File: src/rtl/g_interp_ha_pipe.sv
// Bayer green-channel interpolator: bilinear or Hamilton-Adams, 3-stage pipeline
// with one global advance, output clamp, and a saturating clamp-event counter.
module g_interp_ha_pipe #(
  parameter int DW    = 10,
  parameter int SAT_W = 16
) (
  input  logic             clk,
  input  logic             rst,
  input  logic [25*DW-1:0] in_win,
  input  logic             in_is_g,
  input  logic             in_mode,
  input  logic [1:0]       in_user,
  input  logic             in_valid,
  output logic             in_ready,
  output logic [DW-1:0]    out_g,
  output logic [1:0]       out_user,
  output logic             out_valid,
  input  logic             out_ready,
  output logic [SAT_W-1:0] sat_cnt
);
  localparam int LW     = DW + 3;
  localparam int RW     = DW + 4;
  localparam int STAGES = 3;

  typedef struct packed {
    logic [LW-1:0] lap_h;
    logic [LW-1:0] lap_v;
    logic [DW+1:0] dh;
    logic [DW+1:0] dv;
    logic [DW:0]   sum_h;
    logic [DW:0]   sum_v;
    logic [DW-1:0] c;
    logic          is_g;
    logic          mode;
    logic [1:0]    user;
  } s1_t;

  typedef struct packed {
    logic [RW-1:0] raw;
    logic          is_g;
    logic [1:0]    user;
  } s2_t;

  function automatic logic [DW-1:0] px(input logic [25*DW-1:0] w, input int idx);
    return w[idx*DW +: DW];
  endfunction

  function automatic logic [LW-1:0] ext(input logic [DW-1:0] p);
    return {3'b000, p};
  endfunction

  function automatic logic [LW-1:0] absv(input logic [LW-1:0] x);
    return x[LW-1] ? (~x + 1'b1) : x;
  endfunction

  logic [STAGES:1] vld_pipe_q, vld_pipe_d;
  s1_t             s1_q, s1_d;
  s2_t             s2_q, s2_d;
  logic [DW-1:0]   out_g_q, out_g_d;
  logic [1:0]      out_user_q, out_user_d;
  logic            clamp_q, clamp_d;
  logic [SAT_W-1:0] sat_cnt_q, sat_cnt_d;
  logic            adv, xfer;

  assign adv       = !vld_pipe_q[STAGES] || out_ready;
  assign xfer      = vld_pipe_q[STAGES] && out_ready;
  assign in_ready  = adv;
  assign out_valid = vld_pipe_q[STAGES];
  assign out_g     = out_g_q;
  assign out_user  = out_user_q;
  assign sat_cnt   = sat_cnt_q;

  // S1: Laplacians and gradients; LW-bit modular arithmetic is exact two's complement
  logic [DW-1:0] c, gw, ge, gn, gs, cww, cee, cnn, css;
  logic [LW-1:0] lap_h, lap_v, dh_full, dv_full;
  always_comb begin
    c   = px(in_win, 12);
    gw  = px(in_win, 11);
    ge  = px(in_win, 13);
    gn  = px(in_win, 7);
    gs  = px(in_win, 17);
    cww = px(in_win, 10);
    cee = px(in_win, 14);
    cnn = px(in_win, 2);
    css = px(in_win, 22);
    lap_h   = (ext(c) << 1) - ext(cww) - ext(cee);
    lap_v   = (ext(c) << 1) - ext(cnn) - ext(css);
    dh_full = absv(ext(gw) - ext(ge)) + absv(lap_h);
    dv_full = absv(ext(gn) - ext(gs)) + absv(lap_v);
    s1_d       = '0;
    s1_d.lap_h = lap_h;
    s1_d.lap_v = lap_v;
    s1_d.dh    = dh_full[DW+1:0];
    s1_d.dv    = dv_full[DW+1:0];
    s1_d.sum_h = {1'b0, gw} + {1'b0, ge};
    s1_d.sum_v = {1'b0, gn} + {1'b0, gs};
    s1_d.c     = c;
    s1_d.is_g  = in_is_g;
    s1_d.mode  = in_mode;
    s1_d.user  = in_user;
  end

  // S2: direction select and sum, signed RW-bit result before clamp
  logic signed [RW-1:0] lh, lv, lsum, avg_h, avg_v, avg_4, c_s, raw;
  logic [DW+1:0]        quad;
  always_comb begin
    lh    = $signed({s1_q.lap_h[LW-1], s1_q.lap_h});
    lv    = $signed({s1_q.lap_v[LW-1], s1_q.lap_v});
    lsum  = lh + lv;
    quad  = {1'b0, s1_q.sum_h} + {1'b0, s1_q.sum_v};
    avg_h = $signed({4'b0000, s1_q.sum_h[DW:1]});
    avg_v = $signed({4'b0000, s1_q.sum_v[DW:1]});
    avg_4 = $signed({4'b0000, quad[DW+1:2]});
    c_s   = $signed({4'b0000, s1_q.c});
    if (s1_q.is_g)             raw = c_s;
    else if (!s1_q.mode)       raw = avg_4;
    else if (s1_q.dh < s1_q.dv) raw = avg_h + (lh >>> 2);
    else if (s1_q.dh > s1_q.dv) raw = avg_v + (lv >>> 2);
    else                       raw = avg_4 + (lsum >>> 3);
    s2_d      = '0;
    s2_d.raw  = raw;
    s2_d.is_g = s1_q.is_g;
    s2_d.user = s1_q.user;
  end

  // S3: clamp; green-centre passthrough never counts as a clamp event
  logic neg, ovf;
  always_comb begin
    neg        = s2_q.raw[RW-1];
    ovf        = !neg && (|s2_q.raw[RW-2:DW]);
    out_g_d    = s2_q.raw[DW-1:0];
    out_user_d = s2_q.user;
    clamp_d    = 1'b0;
    if (!s2_q.is_g) begin
      if (neg) begin
        out_g_d = '0;
        clamp_d = 1'b1;
      end else if (ovf) begin
        out_g_d = '1;
        clamp_d = 1'b1;
      end
    end
    vld_pipe_d = {vld_pipe_q[STAGES-1:1], in_valid};
    sat_cnt_d  = sat_cnt_q;
    if (xfer && clamp_q && (sat_cnt_q != '1)) sat_cnt_d = sat_cnt_q + 1'b1;
  end

  always_ff @(posedge clk) begin
    if (rst) begin
      vld_pipe_q <= '0;
      s1_q       <= '0;
      s2_q       <= '0;
      out_g_q    <= '0;
      out_user_q <= '0;
      clamp_q    <= 1'b0;
      sat_cnt_q  <= '0;
    end else begin
      if (adv) begin
        vld_pipe_q <= vld_pipe_d;
        s1_q       <= s1_d;
        s2_q       <= s2_d;
        out_g_q    <= out_g_d;
        out_user_q <= out_user_d;
        clamp_q    <= clamp_d;
      end
      sat_cnt_q <= sat_cnt_d;
    end
  end
endmodule

File: config.mk
export PLATFORM = sky130hd
export DESIGN_NAME = g_interp_ha_pipe
export DESIGN_NICKNAME = d
export VERILOG_FILES = /design/src/rtl/g_interp_ha_pipe.sv
export SDC_FILE = /design/constraint.sdc
export NUM_CORES = 1
export LEC_CHECK = 0
export ABC_AREA = 0
export ABC_CLOCK_PERIOD_IN_PS = 6250
export CAP_MARGIN = 20
export CORE_UTILIZATION = 35
export CTS_CLUSTER_SIZE = 14
export DETAILED_ROUTE_END_ITERATION = 8
export PLACE_DENSITY = 0.73
export SLEW_MARGIN = 10
export SYNTH_ARGS = -nofsm -noshare
export SYNTH_HDL_FRONTEND = slang
export SYNTH_SLANG_ARGS = --single-unit
File: constraint.sdc
create_clock -name clk -period 6.25 [get_ports clk]
set_input_delay 0.9375 -clock clk [delete_from_list [all_inputs] [get_ports clk]]
set_output_delay 0.9375 -clock clk [all_outputs]
set_load 0.05 [all_outputs]
==> results.cfg, run 1 <==
[run_status]
status = finished, final reports clean

[grt]
grt_usage_pct = 18.72
grt_overflow_total = 0
grt_first_pass_wirelength_um = 54680
antenna_found_initial = 0
first_global_vias = 11510
grt_max_degree = 99

[worst_setup_path]
crit_top_cell = a21oi_2
r2r-start = lh[1]
criticalPathCategory = input pin to flip-flop
slowest_delay_ps = 540
arrival_ps = 6370
critPathBufInv = 2
cp-start-kind = input pin
cp_top_family = compound AO/OA/AOI/OAI gates
r2r_setup_slack_ps = 2150
cp-end-kind = flip-flop
crit_slowest_cell = or4_4
worstPathMaxFanout = 6
r2r_end = s2_q[12]
cp.depth = 27
worstPathRequired_ps = 6580
r2r_cells = 17

[pwr]
p_seq_share_pct = 19.3
p_switching_mw = 2.491
ir_worst_vdd_mv = 0.1855
powerDensity_nw_per_um2 = 377.8
combPwrFrac_pct = 62.5
leakage_nw = 7.019
p_total_mw = 5.969
p_int_mw = 3.478
power.share.clock_pct = 18.2
netSwitchingFraction_pct = 41.73

[clock_network]
cts_hold_buf = 0
path_clk_slew_ps = 60
numCtsBuffers = 17
cts_num_sinks = 133
htreeDepth = 4
cts_tree = built
clockRootBuffer = clkbuf_16
clkLatencyLatePin_ps = 430
cts_buffer_depth = 2

[yosys]
yosys-top-cells-area = dfxtp_1, ha_1, xnor2_1
synth_most_common_cell = ha_1
yosysTopAreaCell = dfxtp_1
yosysTopAreaCellShare_pct = 21.39
avgSynthCellArea_um2 = 7.651
synthArstFlopShare_pct = 0
yosys_warnings = 0
syn_area_um2 = 12450
ys_top_cells_by_count = ha_1, nand2_1, nor2_1, inv_1, a21oi_1
ys.flop_type = dfxtp_1
syn_inst = 1627
synth_edf_count = 0
seq_area_frac_synth_pct = 21.39
synth_cell_types = 65
synth_fp_nets = 2067
synth_seq_cells = 133

[floorplan]
initial_core_util_pct = 35.77
die_x_um = 190.6
pin_count = 288
rows = 68
die_area_um2 = 36320
die_h_um = 190.6
core_area_um2 = 34800

[finish]
area_delta_synth_final_pct = 26.93
n_antenna_cell = 0
drive_above_1_share_pct = 10.96
finalInstanceArea_um2 = 15800
fin_cells = 2307
final_nets = 2279
fin_util_pct = 45.40

[sta]
skew_ps = 7.730
post-route-period-util_pct = 96.59
worst-slew-pin-transition_ps = 1047
slew_headroom_pct = 30.22
min_period_ps = 6037
fmax_mhz = 165.7
timing.setup.tns_ps = 0
hold_slack_ps = 450.8
hold_violations = 0
slew_viol_final = 0
setup_violations = 0
finalWorstSetupSlack_ps = 213.3

[hold_path]
min_to = s2_q[3]
min_path_type = flip-flop to flip-flop
worstHoldStart = s2_q[3]
hold_depth = 2

[place]
gp_congestion = 0.9332
dp_hpwl_um = 27090
numPlacedInstances = 2270
portBuffers = 127
place_ws_ps = -720.1
place_area_um2 = 14960

[route]
wl_um = 34180
drc = 0
wl_per_cell_um = 14.81
first_iter_violations = 652
drtAntennaViolNets = 0
viasPerCell = 5.171
route.vias.total = 11930
dr.pass1.iters = 6

[run]
max_cap_viol_count = 0
-- placed cells by master, fill, tap and decap left out, types with 33 or more instances in the layout --
cell type / n
a211oi_1: 38
a21oi_1: 136
buf_4: 121
clkdlybuf4s50_1: 121
dfxtp_1: 133
ha_1: 166
inv_1: 141
nand2_1: 158
nand3_1: 33
nor2_1: 153
nor3_1: 33
o21ai_0: 72
xnor2_1: 102
xor2_1: 47
-- worst reg2reg max path: cells and delay by family (launching register included) --
family | cells | cell delay (ps)
XOR/XNOR | 2 | 300
AO/OA/AOI/OAI | 10 | 2420
adder cells (fa/ha/maj) | 2 | 670
flip-flops | 1 | 340
AND/OR/NAND/NOR | 3 | 290
-- flip-flops by register name, summed over array words and instances (netlist names) --
register    count
vld_pipe_q      3
out_g          10
avg_h          10
lh             13
out_user        2
out_user_d      2
c_s            10
s1_q           30
sat_cnt        16
clamp_q         1
s2_q           13
avg_v          10
lv             13
-- per-layer routing --
| metal | up-vias | share of wire [%] | GRT usage [%] |
|---|---|---|---|
| met5 | - | 0 | 0 |
| met4 | 0 | 2.3 | 6.554 |
| met3 | 52 | 4.4 | 2.816 |
| met2 | 272 | 49 | 33.05 |
| met1 | 5492 | 44 | 22.91 |
| li1 | 6114 | - | - |
-- power by group through the flow --
| stage | Combinational, mW | Clock (mW) | Sequential, mW |
|---|---|---|---|
| after floorplan | 2.47 | 0 | 1.14 |
| after global placement | 3.47 | 0 | 1.16 |
| after detailed placement | 3.57 | 0 | 1.17 |
| after CTS | 3.62 | 1.10 | 1.15 |
| after global routing | 4.12 | 1.13 | 1.17 |
| final | 3.73 | 1.09 | 1.15 |
-- timing repair --
item,CTS,global route
buffers inserted,0,5
setup endpoints to repair,1,6
gates resized for setup,6,36
pin swaps,0,23
-- cell families (layout without fill, tap and decap cells) --
kind of cell | Yosys count | after routing | share of synthesized area [%]
AOI/OAI and AO/OA | 415 | 415 | 21.10
xor gates and xnor gates | 152 | 152 | 10.92
adders and majority gates | 182 | 182 | 19.08
buffers and inverters | 199 | 424 | 6.001
DFF | 133 | 133 | 21.39
muxes | 15 | 15 | 1.236
and+or+nand+nor | 531 | 531 | 20.28
-- layout make-up --
cell class | count | area [um^2]
Fill cell | 3426 | 19000
Multi-Input combinational cell | 1295 | 9201
Sequential cell | 133 | 2663
Timing Repair Buffer | 247 | 2182
Tap cell | 455 | 569.3
Inverter | 145 | 545.5
Clock buffer | 18 | 439.2
Clock inverter | 14 | 200.2
-- how the worst max path moves through the flow --
stage                      from       end
global route        in_win[122]  s1_q[47]
detailed placement  in_win[120]  s1_q[47]
CTS                  in_win[24]  s1_q[47]
global placement     in_win[24]  s1_q[47]
finish              in_win[122]  s1_q[47]
floorplan            in_win[24]  s1_q[47]
Power figures use the tool's default switching activity.
==> inputs of run 2 (changes only) <==
Settings changed: REMOVE_ABC_BUFFERS from default to 1, SETUP_SLACK_MARGIN from default to 0.02.
==> run 2 against run 1 <==
- flip-flop and latch count unchanged
- first-iteration DRC count up 11%
- maximum frequency down 1.2%
- via count up 2.2%
- sequential share of layout area down 0.15 points
- register-to-register slack about the same
- wire length up 1.2%
- clock skew up 7.0 ps
- worst setup slack worse by 73 ps
- worst hold slack better by 3.2 ps
- die area unchanged
- core utilization up 0.41 points
- critical endpoint unchanged
==> results.cfg, run 2 (synthesis results as in run 1) <==
[run_status]
status = finished, final reports clean

[hold_path]
min_path_type = flip-flop to flip-flop
worstHoldStart = s1_q[48]

[worst_setup_path]
r2r-start = lh[1]
cp-end-kind = flip-flop
slowest_delay_ps = 510
critPathBufInv = 4
cp-start-kind = input pin
crit_top_cell = a21oi_2
cp_top_family = compound AO/OA/AOI/OAI gates
crit_slowest_cell = or4_4
critPathLaunch = in_win[24]
criticalPathCategory = input pin to flip-flop
worstPathRequired_ps = 6570
arrival_ps = 6430
worstPathMaxFanout = 5

[grt]
grt_overflow_total = 0
grt_first_pass_wirelength_um = 55520
first_global_vias = 11680
grt_max_degree = 90
grt_usage_pct = 18.85
antenna_found_initial = 0

[floorplan]
rows = 68
pin_count = 288
initial_core_util_pct = 35.77
core_area_um2 = 34800
die_area_um2 = 36320
die_x_um = 190.6
die_h_um = 190.6

[pwr]
combPwrFrac_pct = 63.0
netSwitchingFraction_pct = 41.62
power.share.clock_pct = 18.2
p_switching_mw = 2.551
p_int_mw = 3.579
p_total_mw = 6.130
ir_worst_vdd_mv = 0.2353
p_seq_share_pct = 18.8
powerDensity_nw_per_um2 = 384.5
leakage_nw = 7.086

[finish]
drive_above_1_share_pct = 11.71
largest_register = s1_q
area_delta_synth_final_pct = 28.08
fin_cells = 2316
fillCellCount = 3328
final_cell_mix = ha_1, nand2_1, nor2_1
n_antenna_cell = 0
finalInstanceArea_um2 = 15940
largest_reg_flops = 30
final_common_cell = ha_1
final_nets = 2288

[sta]
setup_violations = 0
skew_ps = 14.77
fmax_mhz = 163.7
worst-slew-pin-transition_ps = 951.4
post-route-period-util_pct = 97.76
slew_headroom_pct = 36.57
hold_violations = 0
finalWorstSetupSlack_ps = 140.3
rsz0062_at_grt = yes
slew_viol_final = 0
min_period_ps = 6110

[route]
wl_um = 34590
route.vias.total = 12190
viasPerCell = 5.263
first_iter_violations = 726
drc = 0
dr.pass1.iters = 5
drtAntennaViolNets = 0
wl_per_cell_um = 14.93

[place]
dp_hpwl_um = 27190
numPlacedInstances = 2274
place_area_um2 = 14990
gp_congestion = 0.9247
portBuffers = 127
place_ws_ps = -693.8

[clock_network]
numCtsBuffers = 17
cts_buffer_depth = 2
clkLatencyLatePin_ps = 430
path_clk_slew_ps = 60
htreeDepth = 4
clockRootBuffer = clkbuf_16
cts_tree = built
cts_num_sinks = 133

[run]
max_cap_viol_count = 0
-- run 2: cell types whose count changed in the layout (fill, tap and decap cells not counted), sizes merged --
cell           delta
buf               +9
dlymetal6s2s      -1
clkinv            -1
bufinv            +1
clkinvlp          -2
clkbuf            +4
inv               -2
clkdlybuf4s50     +1
-- run 2: what timing repair did --
| action | 4_1_cts | 5_1_grt |
|---|---|---|
| pin swaps | 0 | 38 |
| cloned | 0 | 0 |
| buffers inserted | 0 | 10 |
| hold buffers | 0 | 0 |
| endpoints found under the setup margin | 2 | 5 |
| resized for setup | 9 | 49 |
-- run 2: worst paths after layout --
kind | to | depth (start not counted) | slack, ps
hold / removal | s1_q[48] | 2 | 450
setup / recovery | s1_q[47] | 28 | 140
setup reg to reg | s2_q[12] | 17 | 2140
hold reg to reg | s1_q[48] | 2 | 450
-- run 2: per-layer routing --
layer  global-route usage (%)  share of wire [%]  vias up
met3                    2.356                4.8       58
met4                    7.292                3.0        0
met1                    23.81                 44     5689
met2                    32.41                 48      295
li1                         -                  -     6148
met5                        0                  0        -
-- run 2: stage by stage --
stage | setup TNS (ps) | hold slack, ps | utilization, %
2_1_floorplan | -204910 | 421.5 | -
3_3_place_gp | -1216 | 436.3 | 43.06
3_5_place_dp | -1944 | 445.4 | 43.06
4_1_cts | 0 | 455.4 | 45.07
5_1_grt | -93.92 | 467.6 | 45.82
6_report | 0 | 454.0 | 45.82
-- run 2: cell type report --
class	count	area [um^2]	area share, %
Inverter	145	545.5	3.421
Clock inverter	10	193.9	1.216
Clock buffer	22	464.2	2.911
Sequential cell	133	2663	16.70
Timing Repair Buffer	256	2251	14.12
Tap cell	455	569.3	3.571
Multi-Input combinational cell	1295	9258	58.06
-- run 2: power groups by stage --
| stage | combinational [mW] | clock [mW] | sequential, mW |
|---|---|---|---|
| 4_1_cts | 3.65 | 1.13 | 1.15 |
| 3_5_place_dp | 3.57 | 0 | 1.17 |
| 6_report | 3.86 | 1.12 | 1.15 |
| 5_1_grt | 4.24 | 1.17 | 1.17 |
| 3_3_place_gp | 3.45 | 0 | 1.16 |
| 2_1_floorplan | 2.45 | 0 | 1.14 |
-- run 2: worst min-delay path: stages, from the launching register on --
cell,delay [ps]
dfxtp_1,310
nand2_1,50
a21oi_1,50
==> inputs of run 3 (changes only) <==
Settings changed: TNS_END_PERCENT from default to 10.
==> run 3 against run 2 <==
- maximum frequency decreased by 0.69%
- total power is essentially flat
- largest power group unchanged
- non-clock buffer count grew 1
- design area about the same
- first-iteration DRC count fell by 5.0%
- count of clock-buffer cells in the layout unchanged
- flip-flop and latch count did not move
- clock power about the same
==> results.cfg, run 3 (synthesis results as in run 1) <==
[route]
drc = 0
drtAntennaViolNets = 0
wl_per_cell_um = 14.93
dr.pass1.iters = 5
viasPerCell = 5.281
route.vias.total = 12240
wl_um = 34600
first_iter_violations = 690

[finish]
final_nets = 2289
drive_above_1_share_pct = 11.82
largest_reg_flops = 30
final_cell_mix = ha_1, nand2_1, nor2_1
n_antenna_cell = 0
final_common_cell = ha_1
fin_cells = 2317
largest_register = s1_q
area_delta_synth_final_pct = 28.16

[floorplan]
core_area_um2 = 34800
rows = 68
pin_count = 288
die_h_um = 190.6
initial_core_util_pct = 35.77
die_area_um2 = 36320
die_x_um = 190.6

[clock_network]
htreeDepth = 4
cts_tree = built
path_clk_slew_ps = 70
cts_hold_buf = 0
numCtsBuffers = 17
clockRootBuffer = clkbuf_16
clkLatencyLatePin_ps = 430
cts_buffer_depth = 2
cts_num_sinks = 133

[sta]
fmax_mhz = 162.5
slew_viol_final = 0
post-route-period-util_pct = 98.43
slew_headroom_pct = 36.33
finalWorstSetupSlack_ps = 97.89
rsz0062_at_grt = yes
skew_ps = 18.98
worst-slew-pin-transition_ps = 955.0
setup_violations = 0
hold_violations = 0
min_period_ps = 6152

[place]
portBuffers = 127
gp_congestion = 0.9247
numPlacedInstances = 2274
dp_hpwl_um = 27190
place_ws_ps = -693.8

[pwr]
leakage_nw = 7.079
p_switching_mw = 2.550
ir_worst_vdd_mv = 0.2336
power.share.clock_pct = 18.3
combPwrFrac_pct = 63.0
powerDensity_nw_per_um2 = 384.4
netSwitchingFraction_pct = 41.59
p_int_mw = 3.582
p_total_mw = 6.133
p_seq_share_pct = 18.8

[hold_path]
min_path_type = flip-flop to flip-flop

[worst_setup_path]
r2r_end = s2_q[12]
worstPathRequired_ps = 6570
cp-endpoint = s1_q[47]
r2r_setup_slack_ps = 2140
worstPathMaxFanout = 5
criticalPathCategory = input pin to flip-flop
arrival_ps = 6470
r2r_cells = 17
cp-start-kind = input pin
critPathLaunch = in_win[21]
cp-end-kind = flip-flop
r2r-start = lh[1]

[grt]
grt_usage_pct = 18.85
grt_max_degree = 90
grt_first_pass_wirelength_um = 55520
first_global_vias = 11680
grt_overflow_total = 0
antenna_found_initial = 0

[run]
max_cap_viol_count = 0

[run_status]
status = finished, final reports clean
==> run 3: power groups by stage <==
stage / combinational [mW] / sequential (mW) / clock, mW
3_3_place_gp: 3.45 / 1.16 / 0
5_1_grt: 4.24 / 1.17 / 1.17
2_1_floorplan: 2.45 / 1.14 / 0
6_report: 3.86 / 1.15 / 1.12
3_5_place_dp: 3.57 / 1.17 / 0
4_1_cts: 3.65 / 1.15 / 1.13
==> run 3: per-layer routing <==
metal,part of all wire (%),GRT usage (%)
met3,4.5,2.356
met4,2.9,7.292
met1,45,23.81
met2,48,32.41
met5,0,0
==> run 3: layout make-up <==
cell class	count	area [um^2]
well taps	455	569.3
flip-flops and latches	133	2663
inverters	145	545.5
repair buffers	257	2253
fillers	3330	18840
clock inverters	10	193.9
clock buffers	22	464.2
multi-input cells	1295	9265
==> run 3: worst max-delay path: stages <==
cell             delay [ps]
clkdlybuf4s50_1         530
inv_1                    60
ha_1                    300
a21oi_2                 190
o21ai_2                  90
or4_4                   510
nand2_2                  80
xnor2_1                 120
ha_1                    280
a21oi_2                 160
a31oi_2                  60
a21o_1                  190
a21oi_2                 190
a21oi_4                 100
nor2_2                  140
a21oi_1                  60
ha_1                    320
a211o_1                 310
a2111oi_2               390
buf_4                   180
o31ai_2                  80
o21ai_1                 190
nand2b_1                 90
a21oi_2                 150
xnor3_1                 250
or4_4                   430
o311ai_2                 80
==> run 3: through the flow <==
step	hold WS [ps]	instance area [um^2]	setup TNS, ps	utilization, %
after floorplan	421.5	12250	-204910	-
after detailed placement	445.4	14990	-1944	43.06
final	454.5	15950	0	45.85
after global placement	436.3	14990	-1216	43.06
after global routing	467.6	15950	-104.2	45.85
after CTS	455.4	15680	0	45.07
==> run 3: worst min path at each step <==
stage                   from          end  cells after the start
4_1_cts              s2_q[3]      s2_q[3]                      2
3_5_place_dp        s1_q[43]     s1_q[43]                      2
2_1_floorplan         c_s[8]       c_s[8]                      2
5_1_grt        out_user_d[0]  out_user[0]                      2
6_report            s1_q[48]     s1_q[48]                      2
3_3_place_gp         s2_q[3]      s2_q[3]                      2
==> run 3: what timing repair did <==
item                       CTS  global route
resized for setup            8            49
hold endpoints to repair     0             0
setup endpoints to repair    2             6
cloned                       0             0
pin swaps                    0            39
setup buffers                0            11
